**src/rtl/mc6809_pkg.sv**
```systemverilog
// Shared definitions for the MC6809 DMA arbiter: FSM state codes,
// BA/BS bus status decoding and the shared counter width.
package mc6809_pkg;

    // Arbiter FSM encoding, kept as plain constants so older blocks can reuse it.
    localparam logic [1:0] ARB_IDLE    = 2'd0;
    localparam logic [1:0] ARB_REQ     = 2'd1;
    localparam logic [1:0] ARB_GRANT   = 2'd2;
    localparam logic [1:0] ARB_RELEASE = 2'd3;

    // One counter is reused for burst length, release gap and ack timeout.
    localparam int CNT_W = 5;

    // grant_id is always presented as 3 bits, whatever NREQ is.
    localparam int GRANT_ID_W = 3;

    // CPU bus status as reported on {BA, BS}.
    typedef enum logic [1:0] {
        BUS_RUN   = 2'b00,
        BUS_IACK  = 2'b01,
        BUS_SYNC  = 2'b10,
        BUS_GRANT = 2'b11
    } bus_status_e;

    function automatic bus_status_e decode_status(input logic ba, input logic bs);
        return bus_status_e'({ba, bs});
    endfunction

endpackage

```
**src/rtl/mc6809_dma_arbiter_if.sv**
```systemverilog
// Bus-side signals of the DMA arbiter. The arbiter takes the master view
// (it owns the grants and nDMABREQ); the CPU wrapper and requesters take the slave view.
interface mc6809_dma_arbiter_if
    import mc6809_pkg::*;
#(
    parameter int NREQ = 4
) ();
    logic                  i_e;
    logic                  i_ba;
    logic                  i_bs;
    logic [NREQ-1:0]       i_req;
    logic [NREQ-1:0]       o_grant;
    logic [GRANT_ID_W-1:0] o_grant_id;
    logic                  o_bus_owned;
    logic                  o_ndmabreq;
    logic                  o_tmo_err;

    modport master (
        input  i_e, i_ba, i_bs, i_req,
        output o_grant, o_grant_id, o_bus_owned, o_ndmabreq, o_tmo_err
    );

    modport slave (
        output i_e, i_ba, i_bs, i_req,
        input  o_grant, o_grant_id, o_bus_owned, o_ndmabreq, o_tmo_err
    );
endinterface

```
**src/rtl/rr_pick.sv**
```systemverilog
// Combinational round-robin picker: returns the first asserted request at
// or after the pointer, wrapping at NREQ, plus a flag saying any was found.
module rr_pick
    import mc6809_pkg::*;
#(
    parameter int NREQ = 4,
    parameter int IDW  = 2
) (
    input  logic [NREQ-1:0] i_req,
    input  logic [IDW-1:0]  i_ptr,
    output logic [IDW-1:0]  o_winner,
    output logic            o_any
);
    logic [IDW-1:0] w_idx;

    // Walk the requesters starting at the pointer and latch onto the first hit.
    always_comb begin
        o_winner = '0;
        o_any    = 1'b0;
        w_idx    = i_ptr;
        for (int k = 0; k < NREQ; k++) begin
            if (!o_any && i_req[w_idx]) begin
                o_any    = 1'b1;
                o_winner = w_idx;
            end
            w_idx = (w_idx == IDW'(NREQ - 1)) ? '0 : w_idx + IDW'(1);
        end
    end
endmodule

```
**src/rtl/mc6809_dma_arbiter.sv**
```systemverilog
// MC6809 DMA arbiter: requests the bus from the CPU with nDMABREQ, waits for
// BA&BS, then grants one requester at a time round-robin for bounded bursts
// measured in E cycles, with a forced gap so the CPU always makes progress.
module mc6809_dma_arbiter
    import mc6809_pkg::*;
#(
    parameter int NREQ      = 4,
    parameter int MAX_BURST = 14,
    parameter int MIN_GAP   = 2,
    parameter int ACK_TMO   = 16
) (
    input  logic                 clk,
    input  logic                 rst_n,
    mc6809_dma_arbiter_if.master bus
);
    localparam int IDW = (NREQ > 1) ? $clog2(NREQ) : 1;
    localparam logic [CNT_W-1:0] C_BURST_LAST = CNT_W'(MAX_BURST - 1);
    localparam logic [CNT_W-1:0] C_GAP_LAST   = CNT_W'(MIN_GAP - 1);
    localparam logic [CNT_W-1:0] C_TMO_LAST   = CNT_W'(ACK_TMO - 1);
    localparam logic [IDW-1:0]   C_IDX_LAST   = IDW'(NREQ - 1);

    logic             r_e_q;
    logic             r_ack_q;
    logic [1:0]       r_state;
    logic [CNT_W-1:0] r_cnt;
    logic [IDW-1:0]   r_rr_ptr;
    logic [IDW-1:0]   r_grant_idx;
    logic [NREQ-1:0]  r_grant;
    logic             r_bus_owned;
    logic             r_ndmabreq;
    logic             r_tmo_err;

    logic             w_e_fall;
    logic             w_ack;
    logic [IDW-1:0]   w_winner;
    logic             w_any;
    logic [NREQ-1:0]  w_onehot;
    logic             w_req_granted;
    logic [IDW-1:0]   w_next_ptr;

    rr_pick #(
        .NREQ (NREQ),
        .IDW  (IDW)
    ) u_pick (
        .i_req    (bus.i_req),
        .i_ptr    (r_rr_ptr),
        .o_winner (w_winner),
        .o_any    (w_any)
    );

    assign w_e_fall      = r_e_q & ~bus.i_e;
    assign w_ack         = (decode_status(bus.i_ba, bus.i_bs) == BUS_GRANT);
    assign w_onehot      = {{(NREQ-1){1'b0}}, 1'b1} << w_winner;
    assign w_req_granted = bus.i_req[r_grant_idx];
    assign w_next_ptr    = (r_grant_idx == C_IDX_LAST) ? '0 : r_grant_idx + IDW'(1);

    // Delay E and BA&BS by one clock; E falls and the CPU ack are only ever used in this form.
    always_ff @(posedge clk or negedge rst_n) begin
        if (!rst_n) begin
            r_e_q   <= 1'b0;
            r_ack_q <= 1'b0;
        end else begin
            r_e_q   <= bus.i_e;
            r_ack_q <= w_ack;
        end
    end

    // Bus-request FSM with the shared burst/gap/timeout counter; all E counting is on E falls.
    always_ff @(posedge clk or negedge rst_n) begin
        if (!rst_n) begin
            r_state     <= ARB_IDLE;
            r_cnt       <= '0;
            r_rr_ptr    <= '0;
            r_grant_idx <= '0;
            r_grant     <= '0;
            r_bus_owned <= 1'b0;
            r_ndmabreq  <= 1'b1;
            r_tmo_err   <= 1'b0;
        end else begin
            r_tmo_err <= 1'b0;
            case (r_state)
                ARB_IDLE: begin
                    if (|bus.i_req) begin
                        r_ndmabreq <= 1'b0;
                        r_cnt      <= '0;
                        r_state    <= ARB_REQ;
                    end
                end
                ARB_REQ: begin
                    if (r_ack_q && w_any) begin
                        r_grant     <= w_onehot;
                        r_grant_idx <= w_winner;
                        r_bus_owned <= 1'b1;
                        r_cnt       <= '0;
                        r_state     <= ARB_GRANT;
                    end else if (!w_any) begin
                        r_ndmabreq <= 1'b1;
                        r_cnt      <= '0;
                        r_state    <= ARB_RELEASE;
                    end else if (w_e_fall) begin
                        if (r_cnt == C_TMO_LAST) begin
                            r_tmo_err  <= 1'b1;
                            r_ndmabreq <= 1'b1;
                            r_cnt      <= '0;
                            r_state    <= ARB_RELEASE;
                        end else begin
                            r_cnt <= r_cnt + CNT_W'(1);
                        end
                    end
                end
                ARB_GRANT: begin
                    if (!r_ack_q ||
                        (w_e_fall && ((r_cnt == C_BURST_LAST) || !w_req_granted))) begin
                        r_grant     <= '0;
                        r_bus_owned <= 1'b0;
                        r_ndmabreq  <= 1'b1;
                        r_rr_ptr    <= w_next_ptr;
                        r_cnt       <= '0;
                        r_state     <= ARB_RELEASE;
                    end else if (w_e_fall) begin
                        r_cnt <= r_cnt + CNT_W'(1);
                    end
                end
                ARB_RELEASE: begin
                    if (w_e_fall && !r_ack_q) begin
                        if (r_cnt == C_GAP_LAST) begin
                            r_cnt   <= '0;
                            r_state <= ARB_IDLE;
                        end else begin
                            r_cnt <= r_cnt + CNT_W'(1);
                        end
                    end
                end
                default: begin
                    r_state <= ARB_IDLE;
                end
            endcase
        end
    end

    assign bus.o_grant     = r_grant;
    assign bus.o_grant_id  = GRANT_ID_W'(r_grant_idx);
    assign bus.o_bus_owned = r_bus_owned;
    assign bus.o_ndmabreq  = r_ndmabreq;
    assign bus.o_tmo_err   = r_tmo_err;
endmodule

```
**src/flat_wrapper.sv**
```systemverilog
// flat-port wrapper written by rule: the top's interface ports become plain ports
module mc6809_dma_arbiter_flat import mc6809_pkg::*;
#(
    parameter int NREQ      = 4,
    parameter int MAX_BURST = 14,
    parameter int MIN_GAP   = 2,
    parameter int ACK_TMO   = 16
)
  (clk, rst_n, bus_i_e, bus_i_ba, bus_i_bs, bus_i_req, bus_o_grant, bus_o_grant_id, bus_o_bus_owned, bus_o_ndmabreq, bus_o_tmo_err);
  mc6809_dma_arbiter_if #(.NREQ(NREQ)) bus_i ();
  input  logic clk;
  input  logic rst_n;
  input wire logic [$bits(bus_i.i_e)-1:0] bus_i_e;
  input wire logic [$bits(bus_i.i_ba)-1:0] bus_i_ba;
  input wire logic [$bits(bus_i.i_bs)-1:0] bus_i_bs;
  input wire logic [$bits(bus_i.i_req)-1:0] bus_i_req;
  output wire logic [$bits(bus_i.o_grant)-1:0] bus_o_grant;
  output wire logic [$bits(bus_i.o_grant_id)-1:0] bus_o_grant_id;
  output wire logic [$bits(bus_i.o_bus_owned)-1:0] bus_o_bus_owned;
  output wire logic [$bits(bus_i.o_ndmabreq)-1:0] bus_o_ndmabreq;
  output wire logic [$bits(bus_i.o_tmo_err)-1:0] bus_o_tmo_err;
  assign bus_i.i_e = bus_i_e;
  assign bus_i.i_ba = bus_i_ba;
  assign bus_i.i_bs = bus_i_bs;
  assign bus_i.i_req = bus_i_req;
  assign bus_o_grant = bus_i.o_grant;
  assign bus_o_grant_id = bus_i.o_grant_id;
  assign bus_o_bus_owned = bus_i.o_bus_owned;
  assign bus_o_ndmabreq = bus_i.o_ndmabreq;
  assign bus_o_tmo_err = bus_i.o_tmo_err;
  mc6809_dma_arbiter #(.NREQ(NREQ), .MAX_BURST(MAX_BURST), .MIN_GAP(MIN_GAP), .ACK_TMO(ACK_TMO)) u_core (.clk(clk), .rst_n(rst_n), .bus(bus_i));
endmodule
```
**config.mk**
```make
export PLATFORM = sky130hd
export DESIGN_NAME = mc6809_dma_arbiter_flat
export DESIGN_NICKNAME = d
export VERILOG_FILES = /design/src/rtl/mc6809_pkg.sv /design/src/rtl/mc6809_dma_arbiter_if.sv /design/src/rtl/rr_pick.sv /design/src/rtl/mc6809_dma_arbiter.sv /design/src/flat_wrapper.sv
export SDC_FILE = /design/constraint.sdc
export NUM_CORES = 1
export LEC_CHECK = 0
export CAP_MARGIN = 20
export CORE_MARGIN = 2
export CORE_UTILIZATION = 56
export DETAILED_ROUTE_END_ITERATION = 7
export GPL_TIMING_DRIVEN = 0
export PLACE_DENSITY = 0.8
export SLEW_MARGIN = 20
export SYNTH_ARGS = -nofsm -noshare
export SYNTH_HDL_FRONTEND = slang
export SYNTH_SLANG_ARGS = --single-unit
export TNS_END_PERCENT = 5
```
**constraint.sdc**
```tcl
create_clock -name clk -period 2.9 [get_ports clk]
set_input_delay 0.725 -clock clk [delete_from_list [all_inputs] [get_ports clk]]
set_output_delay 0.725 -clock clk [all_outputs]
set_load 0.02 [all_outputs]
```
# Word-level counts from Yosys, hierarchy flattened
# Index checks and enable logic that the tools add are counted.
# op_classes
bitwise,2
n_mux,59
order_cmp,5
shifts,1
reduce_logical,23
eq_ne,22
n_addsub,5
# op_table
cell,count
5-bit 2-to-1 mux,9
2-bit 2-to-1 mux,16
1-bit 2-to-1 mux,22
5-bit one-hot mux with 4 select lines,1
2-bit by 3-bit < comparator with 1-bit output (second input constant),5
2-bit == test (second input constant),7
6-bit AND reduction,2
1-bit binary-select mux with 2-bit select,5
5-bit by 4-bit == test with 1-bit output (second input constant),2
2-bit by 1-bit inequality test with 1-bit output (second input constant),5
2-bit by 1-bit adder with 2-bit output (second input constant),4
4-bit 2-to-1 mux,2
2-bit one-hot mux with 4 select lines,1
4-bit one-hot mux with 2 select lines,1
1-bit logical AND,6
5-bit by 1-bit adder with 5-bit output (second input constant),1
5-bit by 1-bit == test with 1-bit output (second input constant),1
1-bit logical NOT,5
4-bit by 3-bit inequality test with 1-bit output (second input constant),1
4-bit inequality test (second input constant),1
2-bit AND reduction,2
4-bit AND reduction,1
4-bit OR reduction,1
1-bit by 2-bit << shifter with 4-bit output (first input constant),1
other kinds (14),15
# word_totals
input_bits,9
register_bits,20
word_cells,127
output_inout_bits,10

# Longest topological paths before layout
# logic_depth
ltp_word,15
ltp_mapped,9
depth_no_buf,9

# By module
# Synthesis repeated with hierarchy kept, for this count alone.
# unflattened
cells_unflattened,156
hier_area_um2,1510.2
# by_module_without_submodules
module,n_inst,cells_per_inst,seq_area_each_um2,area_each_um2
mc6809_dma_arbiter,1,115,501.7,1224.9
rr_pick,1,41,0.0,285.3

# Worst setup path after synthesis
# Ideal clock, no wire load.
# synth_timing
kind,input -> register
from,input port bus_i_req[2]
to,register u_core.r_state[0]
t_required_ns,2.817
path_slack_ns,0.431
t_arrival_ns,2.386
n_path_buf,1
setup_ns,0.083
cell_stages,7
path_cell_list,buf_6 -> mux4_2 -> or2_4 -> a41oi_2 -> nand3_2 -> or4_1 -> o21ai_0
# synth_between
elab_chain_len,15
elab_cells_between_ends,34
classes_between,eq/ne: 4; mux: 17; reduce/logical: 13
# synth_rtl
element,line_no,source
start: declaration,flat_wrapper.sv:16,input wire logic [$bits(bus_i.i_req)-1:0] bus_i_req;
1-bit binary-select mux with 2-bit select,rr_pick.sv:22,if (!o_any && i_req[w_idx]) begin
1-bit 2-to-1 mux (implied by the code),rr_pick.sv:22,
1-bit 2-to-1 mux,rr_pick.sv:22,
1-bit logical NOT,rr_pick.sv:22,
1-bit logical AND,rr_pick.sv:22,
1-bit 2-to-1 mux,rr_pick.sv:22,
1-bit logical NOT,rr_pick.sv:22,
1-bit logical AND,rr_pick.sv:22,
1-bit 2-to-1 mux,rr_pick.sv:22,
1-bit logical NOT,rr_pick.sv:22,
1-bit logical AND,rr_pick.sv:22,
1-bit 2-to-1 mux,rr_pick.sv:22,
1-bit logical AND or 2-bit 2-to-1 mux (tied branches),"mc6809_dma_arbiter.sv:90, mc6809_dma_arbiter.sv:96",
4-bit inequality test (no source line) (tied with other cells),--,
6-bit AND reduction (no source line) or 2-bit one-hot mux with 4 select lines (tied branches),--,
end signal: assignment,mc6809_dma_arbiter.sv:86,r_state <= ARB_REQ;
end signal: assignment,mc6809_dma_arbiter.sv:95,r_state <= ARB_GRANT;
end signal: assignment,mc6809_dma_arbiter.sv:99,r_state <= ARB_RELEASE;
end: declaration,mc6809_dma_arbiter.sv:24,logic [1:0] r_state;
# Several ways; a longest one is shown, not always the timed one. The select of a mux whose other input is x is not followed.
# A chain may end at the register's enable or synchronous reset.

# Final worst setup path
# layout_timing
from,input port bus_i_req[0]
to,register u_core.r_state[0]
# The elaborated chain is that of the path after synthesis.

==> reports/metrics.yaml <==
min_path:
  min-delay-start: "u_core.bus.o_grant[0]"
  hold_path.class: "reg -> reg"
synthesis:
  avgSynthCellArea_um2: 9.11
  synthSimpleGateAreaFrac_pct: 21.5
  syn-num-nets: 199
  synth.cell_area_um2: 1630
  synth_compound_area_share_pct: 21.7
  synthXorXnorAreaFrac_pct: 0.537
  ys_seq_area_share_pct: 30.8
  synthTopCellsByArea: "dfrtp_1 (29%), ha_1 (8.4%), mux2_2 (5.5%)"
  synthMuxAreaShare_pct: 10.6
  syn_inst: 179
  yosys_register_bits: 20
  ys.flop_type: "dfrtp_1"
  synth_async_sr_flop_share_pct: 100
  synthAdderAreaFrac_pct: 8.44
  synth_edf_count: 0
  synth_top_family_by_area: "compound AO/OA/AOI/OAI gates"
  synth_largest_area_cell: "dfrtp_1"
  ys_warn_count: 0
  yosysUniqueCellTypes: 54
  yosysTopAreaCellShare_pct: 29.1
setup_path:
  crit_chain: "clkdlybuf4s50_1 > mux4_2 > or2_4 > a41oi_2 > nand3_2 > or4_1 > o21ai_0"
  critical-path-top-delay-family: "simple AND/OR/NAND/NOR gates"
  crit_buf_inv: 1
  crit_start: "bus_i_req[0]"
  r2r_start: "u_core.r_rr_ptr[0]"
  endpoint_kind: "flip-flop"
  cp-start-kind: "input port"
  cpPeakStageDelay_ns: 0.52
  cp_max_fo: 6
  arrival_ns: 3.00
  worstPathRequired_ns: 3.11
  crit_type: "in -> reg"
  crit_slowest_cell: "mux4_2"
route:
  dr.pass1.iters: 5
  postRouteAntennaNets: 0
  drt_iter0_markers: 67
  vias_per_cell: 6.23
  drcViolationCount: 0
  avgRoutedWirePerCell_um: 15.8
  vias: 1427
  drt_wl_total_um: 3610
timing:
  period_share_pct: 96.0
  relSlewSlack_pct: 40.4
  layout_min_cycle_time_ns: 2.78
  slew_violations: 0
  setup_viol: 0
  fin_hold_ws_ns: 0.500
  fmax_mhz: 359
  hold_viol_final: 0
  rsz0062_at_grt: "false"
  worstMarginPinSlew_ns: 0.891
  final.setup_skew_ns: 0.0145
final_layout:
  layout-drive-gt1-share_pct: 15.7
  area_growth_pct: 14.0
  regArea_um2: 502
  diodes: 0
  fillers: 220
  nets: 219
  final_common_cell: "dfrtp_1"
  multiInputGateArea_um2: 1040
  most-common-layout-cells: "dfrtp_1 (19), clkdlybuf4s50_1 (15), nor2_1 (14), ha_1 (11), inv_1 (10)"
floorplanning:
  pin_count: 19
  die_w_um: 58.0
  num_rows: 19
  die_area_um2: 3360
  core_um2: 2760
  start_util_pct: 59.2
  die_y_um: 58.0
cts:
  cts_buffers: 3
  cts.path.max_buffers: 2
  htreeDepth: 1
  cts.sinks: 20
  cts_hold_buf: 0
  cts_setup_buffers: 0
  insertion_delay_ns: 0.30
  clk_pin_slew_ns: 0.12
  cts-root-buf: "clkbuf_4"
  tritoncts: "yes"
global_route:
  grt_overflow: 0
  grt_pass1_wl_um: 6020
  antenna_found_initial: 0
  grt_use_total_pct: 23.2
  grt_max_degree: 21
  grt_pass1_vias: 1378
power:
  total_power_uw: 2010
  ir_worst_vdd_mv: 0.696
  power_density_nw_per_um2: 1080
  p_leak_uw: 0.000790
placement:
  gp_congestion: 0.893
  hpwl_um: 2810
  io_buffers: 15
outcome:
  outcome: "complete, no violations"
job:
  max_cap_violations: 0
## cells by family after synthesis
group           after synthesis
xor+xnor                      1
buf+inv                      20
fa+ha+maj                    11
simple gates                 63
other cells                   1
mux                          15
compound gates               48
flops                        20
## where the power goes
part | leakage (uW) | internal (uW) | switching [uW]
combinational | 0.000520 | 623 | 791
sequential | 0.000255 | 379 | 86.8
clock | 0.0000150 | 53.5 | 81.2
## metal layers
metal / track usage, % / share of wire, % / up-vias
met5: 0 / 0 / -
met4: 7.64 / 1.9 / 0
met3: 4.24 / 4.4 / 6
met2: 42.0 / 51 / 44
met1: 27.6 / 43 / 682
li1: - / - / 695
## Yosys cell counts, types with 4 or more instances
cell      instances
a21oi_1           5
nand2b_1          6
ha_1             11
nand2_1           8
a22o_1            4
inv_1            10
nor2_1           14
o211ai_1          6
mux2i_1           6
nor3_1            4
dfrtp_1          19
mux2_2            8
nand3_1           9
o21ai_0           8
## final cells by class
type                       instances  area share, %
multi-input combinational        139           55.9
sequential                        20           27.0
buffer                            10           3.56
clock buffer                       4           1.41
tap                               31           2.08
timing repair buffer              15           8.07
inverter                          10           2.02
## worst paths after layout
kind,endpoint,slack [ns],depth (start not counted)
setup / recovery,u_core.r_state[0],0.12,7
hold / removal,u_core.bus.o_grant[0],0.50,1
setup reg to reg,u_core.bus.o_grant[2],0.18,8
hold reg to reg,u_core.bus.o_grant[0],0.50,1
max in group asynchronous,u_core.r_cnt[2],1.43,1
min in group asynchronous,u_core.bus.o_grant[2],0.92,1
## state kept, by name, summed over array words and instances (netlist names)
name                    flops
u_core.bus.o_tmo_err        1
u_core.r_ack_q              1
u_core.bus.o_bus_owned      1
u_core.r_e_q                1
u_core.r_state              2
u_core.r_rr_ptr             2
u_core.r_grant_idx          2
u_core.bus.o_grant          4
u_core.r_cnt                5
u_core.bus.o_ndmabreq       1
## through the flow
step	worst slack [ns]	instances	utilization, %	setup TNS, ns	area (um^2)
finish	0.116	229	67.5	0	1860
global route	0.0237	229	67.5	0	1860
floorplan	0.431	179	-	0	1630
detailed placement	-0.322	225	66.0	-2.75	1820
global placement	-0.240	225	66.0	-2.09	1820
CTS	0.00653	229	67.0	0	1850
## repair_timing
action | in CTS | in global routing
resized for setup | 0 | 3
hold endpoints to repair | 0 | 0
setup endpoints to repair | 0 | 8
No activity file was read; power rests on OpenSTA's default activity.
